File: src/rtl/mmio_bridge.sv
// mmio_bridge: data-side bridge from the processor dmem port to the data RAM
// and the peripheral bus. It has three address windows:
//   RAM   : address_dmem < 2**RAM_AW. Passed straight through; the read data
//           comes from the synchronous RAM one cycle later.
//   POST  : 0x0000F000-0x0000F0FF. Writes are queued in a posted-write FIFO
//           and drained over a valid/ready bus. Reads return 0.
//   LOCAL : 0x0000F100-0x0000F1FF. Local registers: STATUS, SENSOR and CYCLE.
// Every read completes in one cycle, the same as the RAM, so the pipeline
// never needs to stall.
// Optional feature: define MMIO_CYCLE_COUNTER_EN to build the free-running
// CYCLE counter at 0xF102. Without it, no counter logic is built and 0xF102
// reads 0.
module mmio_bridge #(
    parameter int FIFO_DEPTH = 4,
    parameter int RAM_AW     = 12
) (
    input  logic              clock,
    input  logic              reset,
    input  logic [31:0]       address_dmem,
    input  logic [31:0]       data,
    input  logic              wren,
    output logic [31:0]       q_dmem,
    output logic [RAM_AW-1:0] ram_addr,
    output logic [31:0]       ram_data,
    output logic              ram_wren,
    input  logic [31:0]       ram_q,
    output logic              periph_valid,
    input  logic              periph_ready,
    output logic [7:0]        periph_addr,
    output logic [31:0]       periph_wdata,
    input  logic [15:0]       sensor_in
);

    localparam int PW = (FIFO_DEPTH > 1) ? $clog2(FIFO_DEPTH) : 1;
    localparam int LW = PW + 1;

    localparam logic [7:0] OFS_STATUS = 8'h00;
    localparam logic [7:0] OFS_SENSOR = 8'h01;
    localparam logic [7:0] OFS_CYCLE  = 8'h02;

    // Address decode. RAM has priority over the other windows.
    logic is_ram;
    logic is_post;
    logic is_local;

    // FIFO state and control
    logic [39:0]   mem_q [FIFO_DEPTH];
    logic [39:0]   mem_d [FIFO_DEPTH];
    logic [PW-1:0] wr_ptr_q, wr_ptr_d;
    logic [PW-1:0] rd_ptr_q, rd_ptr_d;
    logic [LW-1:0] level_q, level_d;
    logic          fifo_empty;
    logic          fifo_full;
    logic          post_wr;
    logic          push;
    logic          pop;

    // Sticky overflow flag and sensor synchronizer
    logic          ovf_q, ovf_d;
    logic [15:0]   sync1_q, sync1_d;
    logic [15:0]   sync2_q, sync2_d;

    // Read return path
    logic [31:0]   rdata_q, rdata_d;
    logic          ram_sel_q, ram_sel_d;
    logic [4:0]    level5;
    logic [31:0]   status_word;
    logic [31:0]   cycle_val;

`ifdef MMIO_CYCLE_COUNTER_EN
    logic [31:0]   cycle_q, cycle_d;
`endif

    // Window decode of the processor address
    always_comb begin
        is_ram   = ((address_dmem >> RAM_AW) == 32'd0);
        is_post  = !is_ram && (address_dmem[31:8] == 24'h0000F0);
        is_local = !is_ram && (address_dmem[31:8] == 24'h0000F1);
    end

    assign ram_addr = address_dmem[RAM_AW-1:0];
    assign ram_data = data;
    assign ram_wren = wren && is_ram;

    // FIFO flags. A push is refused when the FIFO is full at the start of the
    // cycle, even if a pop happens in the same cycle.
    always_comb begin
        fifo_empty = (level_q == '0);
        fifo_full  = (level_q == LW'(FIFO_DEPTH));
        post_wr    = is_post && wren;
        push       = post_wr && !fifo_full;
        pop        = !fifo_empty && periph_ready;
    end

    assign periph_valid = !fifo_empty;
    assign periph_addr  = mem_q[rd_ptr_q][39:32];
    assign periph_wdata = mem_q[rd_ptr_q][31:0];

    // Next FIFO pointers, level and storage
    always_comb begin
        wr_ptr_d = wr_ptr_q;
        rd_ptr_d = rd_ptr_q;
        level_d  = level_q;
        for (int i = 0; i < FIFO_DEPTH; i++) begin
            mem_d[i] = mem_q[i];
        end
        if (push) begin
            mem_d[wr_ptr_q] = {address_dmem[7:0], data};
            wr_ptr_d        = wr_ptr_q + PW'(1);
        end
        if (pop) begin
            rd_ptr_d = rd_ptr_q + PW'(1);
        end
        case ({push, pop})
            2'b10:   level_d = level_q + LW'(1);
            2'b01:   level_d = level_q - LW'(1);
            default: level_d = level_q;
        endcase
    end

    // Overflow flag. A write to STATUS with data[0]=1 clears it, but an
    // overflow in the same cycle takes priority.
    always_comb begin
        ovf_d = ovf_q;
        if (is_local && wren && (address_dmem[7:0] == OFS_STATUS) && data[0]) begin
            ovf_d = 1'b0;
        end
        if (post_wr && fifo_full) begin
            ovf_d = 1'b1;
        end
    end

    // Two-flop synchronizer for the asynchronous sensor levels
    always_comb begin
        sync1_d = sensor_in;
        sync2_d = sync1_q;
    end

`ifdef MMIO_CYCLE_COUNTER_EN
    // Free-running cycle counter. It wraps to 0 after 0xFFFFFFFF.
    always_comb begin
        cycle_d   = cycle_q + 32'd1;
        cycle_val = cycle_q;
    end
`else
    assign cycle_val = 32'd0;
`endif

    // Local register read mux. The value is captured at the edge so that the
    // read takes one cycle, like a RAM read.
    always_comb begin
        level5      = 5'(level_q);
        status_word = {ovf_q, 24'd0, fifo_full, fifo_empty, level5};
        rdata_d     = 32'd0;
        ram_sel_d   = is_ram;
        if (is_local) begin
            case (address_dmem[7:0])
                OFS_STATUS: rdata_d = status_word;
                OFS_SENSOR: rdata_d = {16'd0, sync2_q};
                OFS_CYCLE:  rdata_d = cycle_val;
                default:    rdata_d = 32'd0;
            endcase
        end
    end

    assign q_dmem = ram_sel_q ? ram_q : rdata_q;

    // Control and status registers, with synchronous reset
    always_ff @(posedge clock) begin
        if (reset) begin
            wr_ptr_q  <= '0;
            rd_ptr_q  <= '0;
            level_q   <= '0;
            ovf_q     <= 1'b0;
            sync1_q   <= '0;
            sync2_q   <= '0;
            rdata_q   <= '0;
            ram_sel_q <= 1'b0;
        end else begin
            wr_ptr_q  <= wr_ptr_d;
            rd_ptr_q  <= rd_ptr_d;
            level_q   <= level_d;
            ovf_q     <= ovf_d;
            sync1_q   <= sync1_d;
            sync2_q   <= sync2_d;
            rdata_q   <= rdata_d;
            ram_sel_q <= ram_sel_d;
        end
    end

    // FIFO storage. It has no reset; an entry is only seen through periph_valid.
    always_ff @(posedge clock) begin
        for (int i = 0; i < FIFO_DEPTH; i++) begin
            mem_q[i] <= mem_d[i];
        end
    end

`ifdef MMIO_CYCLE_COUNTER_EN
    // Cycle counter register
    always_ff @(posedge clock) begin
        if (reset) begin
            cycle_q <= '0;
        end else begin
            cycle_q <= cycle_d;
        end
    end
`endif

endmodule
File: config.mk
export PLATFORM = sky130hd
export DESIGN_NAME = mmio_bridge
export DESIGN_NICKNAME = d
export VERILOG_FILES = /design/src/rtl/mmio_bridge.sv
export SDC_FILE = /design/constraint.sdc
export NUM_CORES = 1
export LEC_CHECK = 0
export BUFFER_PORTS_ARGS = -buffer_cell sky130_fd_sc_hd__buf_2
export CAP_MARGIN = 20
export CELL_PAD_IN_SITES_DETAIL_PLACEMENT = 1
export CELL_PAD_IN_SITES_GLOBAL_PLACEMENT = 2
export CORE_MARGIN = 2
export CORE_UTILIZATION = 25
export DETAILED_ROUTE_END_ITERATION = 12
export GPL_TIMING_DRIVEN = 0
export MAX_ROUTING_LAYER = met4
export PLACE_DENSITY_LB_ADDON = 0.1
export SLEW_MARGIN = 20
export SYNTH_ARGS = -nofsm -noshare
export SYNTH_HDL_FRONTEND = slang
export SYNTH_SLANG_ARGS = --single-unit
File: constraint.sdc
create_clock -name clock -period 3.2 [get_ports clock]
set_input_delay 0.96 -clock clock [delete_from_list [all_inputs] [get_ports clock]]
set_output_delay 0.96 -clock clock [all_outputs]
set_load 0.01 [all_outputs]
==> flow_metrics.py <==
metrics = {
    "floorplan": {
        "die_w_um": 188.2,
        "die_h_um": 188.2,
        "dieArea_mm2": 0.03543,
        "ios": 234,
        "core_mm2": 0.03345,
        "start_util_pct": 25.37,
        "rows": 67,
    },
    "clock_tree": {
        "cts_buffers": 26,
        "cts.sinks": 220,
        "cts_setup_buffers": 0,
        "cts_tree": "done",
        "postCtsHoldBufs": 0,
        "path_clk_slew_ps": 60,
        "cts_buffer_depth": 3,
        "htree_num_levels": 1,
        "cts-root-buf": "clkbuf_16",
        "clk_latency_ps": 510,
    },
    "critical_path": {
        "worstSetupStartpointType": "flip-flop",
        "crit_chain": "clkbuf_1 > mux4_2 > buf_2",
        "worstPathMaxFanout": 10,
        "crit_slowest_cell": "clkbuf_1",
        "cpPeakStageDelay_ps": 580,
        "arrival_ps": 2100,
        "crit_type": "reg2out",
        "worstPathRequired_ps": 2240,
        "cp-end-kind": "output port",
    },
    "sta": {
        "relSlewSlack_pct": 52.55,
        "skew_ps": 10.70,
        "final-max-slew-violation-count": 0,
        "fin_crit_ps": 3061,
        "finalHoldViolCount": 0,
        "grt_setup_unrepaired": "yes",
        "finalCritPeriodShare_pct": 95.66,
        "fin_tns_setup_ps": 0,
        "worst_pin_slew_ps": 711.7,
        "fmax_mhz": 326.7,
        "setup_viol": 0,
        "fin_hold_ws_ps": 423.3,
    },
    "placement": {
        "placed_cells": 1167,
        "port_buffers": 232,
        "gp_congestion": 0.6862,
        "dp_hpwl_mm": 14.14,
    },
    "layout": {
        "area_growth_pct": 31.65,
        "stdcell_count": 1214,
        "final_nets": 868,
        "diodes": 0,
        "drive_gt1_share_pct": 51.31,
    },
    "drt": {
        "wire_per_inst_um": 16.87,
        "via_per_inst": 4.080,
        "routed_wl_mm": 20.48,
        "vias": 4953,
        "antenna_left": 0,
        "drc": 0,
        "drtIter0Drc": 135,
        "firstDrtPassIters": 4,
    },
    "logic_synthesis": {
        "syn_nets": 605,
        "ys.flop_type": "edfxtp_1",
        "synth_top_area_share_pct": 56.63,
        "syn_inst": 483,
        "yosys.area.top_type": "edfxtp_1",
        "syn_avg_cell_area_um2": 17.57,
        "synth_edf_count": 160,
        "synthTopCellsByArea": "edfxtp_1 57%, dfxtp_1 14%, mux4_2 11%",
        "ys_types": 39,
        "async_reset_ff_share_pct": 0,
        "ys_ff_latch": 220,
        "synth.most_common_cell": "edfxtp_1",
        "yosysWarnings": 0,
        "netlist_area_mm2": 0.008484,
        "yosysSeqAreaShare_pct": 70.79,
        "synth_commonest_cells": "160 x edfxtp_1, 60 x dfxtp_1, 44 x buf_4",
    },
    "grt": {
        "grt_pass1_vias": 5404,
        "antenna_found_initial": 0,
        "grt_pass1_wl_mm": 31.86,
        "grt_start_max_net_pins": 40,
        "grtUsageTotal_pct": 12.02,
        "grt_overflow": 0,
    },
    "run": {
        "cap_violations": 0,
    },
    "power_and_ir_drop": {
        "leakage_uw": 0.004231,
        "ir_drop_mv": 0.3289,
        "power_density_mw_per_mm2": 544.1,
    },
    "worst_hold_path": {
        "hp-class": "reg2reg",
    },
    "run_status": {
        "status": "completed",
    },
}
worst paths after layout:
check	startpoint	endpoint	slack [ps]	cells after the start
setup / recovery	flip-flop	periph_addr[0]	140	3
hold / removal	sync2_q[11]$_SDFF_PP0_	rdata_q[11]$_SDFF_PP0_	420	1
setup reg to reg	level_q[2]$_SDFFE_PP0P_	level_q[2]$_SDFFE_PP0P_	590	10
hold reg to reg	sync2_q[11]$_SDFF_PP0_	rdata_q[11]$_SDFF_PP0_	420	1
critical path: cells and delay by family (launching register included):
kind	cells	cell delay, ps
buf+inv	2	740
flops	1	420
mux	1	430
metrics by stage:
step | power (µW) | setup slack, ps | area [µm²] | util, %
2_1_floorplan | 3223 | 37.04 | 8484 | -
3_3_place_gp | 3363 | -1366 | 10210 | 30.51
3_5_place_dp | 3371 | -93.45 | 10340 | 30.90
4_1_cts | 6201 | -38.88 | 11150 | 33.34
5_1_grt | 6333 | -13.38 | 11170 | 33.39
6_report | 6077 | 138.9 | 11170 | 33.39
layer usage:
metal | routed length (µm) | track usage, % | vias to the layer above | share of wire, %
li1 | - | - | 2305 | -
met1 | 8909 | 15.17 | 2476 | 43
met5 | 0 | - | - | 0
met4 | 358 | 2.998 | 0 | 1.7
met3 | 1148 | 2.365 | 28 | 5.6
met2 | 10070 | 19.90 | 144 | 49
kinds of logic (layout without fill, tap and decap cells):
logic type | after synthesis | after routing | share of synthesized area [%]
XOR/XNOR | 4 | 4 | 0.4130
AO/OA/AOI/OAI | 10 | 10 | 0.6341
multiplexers | 61 | 61 | 13.35
AND/OR/NAND/NOR | 109 | 109 | 8.583
flip-flops | 220 | 220 | 70.79
adder cells (fa/ha/maj) | 6 | 6 | 0.9733
buffers and inverters | 73 | 356 | 5.265
sequential cells by signal (all words and copies together) (netlist names), named ones only:
name and count:
level_q 3, mem_q 160, ovf_q 1, ram_sel_q 1, rd_ptr_q 2, rdata_q 17, sync1_q 16, sync2_q 16
wr_ptr_q 2
area by class of cell:
class,instances,area (µm²)
inverters,8,30.03
clock buffers,43,767.0
multi-input cells,190,2061
clock inverters,5,48.80
plain buffers,64,425.4
repair buffers,236,1271
fillers,3505,22280
flip-flops and latches,220,6006
well taps,448,560.5
cell usage in the layout (no fill, tap or decap), types with 4 or more instances in the layout:
cell / n
a21oi_1: 5
and2_1: 27
and3_4: 4
buf_16: 4
buf_2: 234
buf_4: 48
clkbuf_1: 22
clkbuf_16: 27
dfxtp_1: 60
edfxtp_1: 160
ha_1: 5
inv_1: 8
mux2_2: 17
mux2i_1: 4
mux4_2: 40
nor2_1: 15
nor2b_1: 33
nor4_4: 4
o21ai_0: 4
timing repair:
item | in CTS | in global routing
setup endpoints to repair | 23 | 41
resized for setup | 1 | 12
gates cloned | 0 | 0
report_power, final:
part           internal, µW  switching, µW  total (µW)
clock network          1700           1070        2770
logic                   119            112         231
registers              3070           3.44        3070
Power figures use the tool's default switching activity.
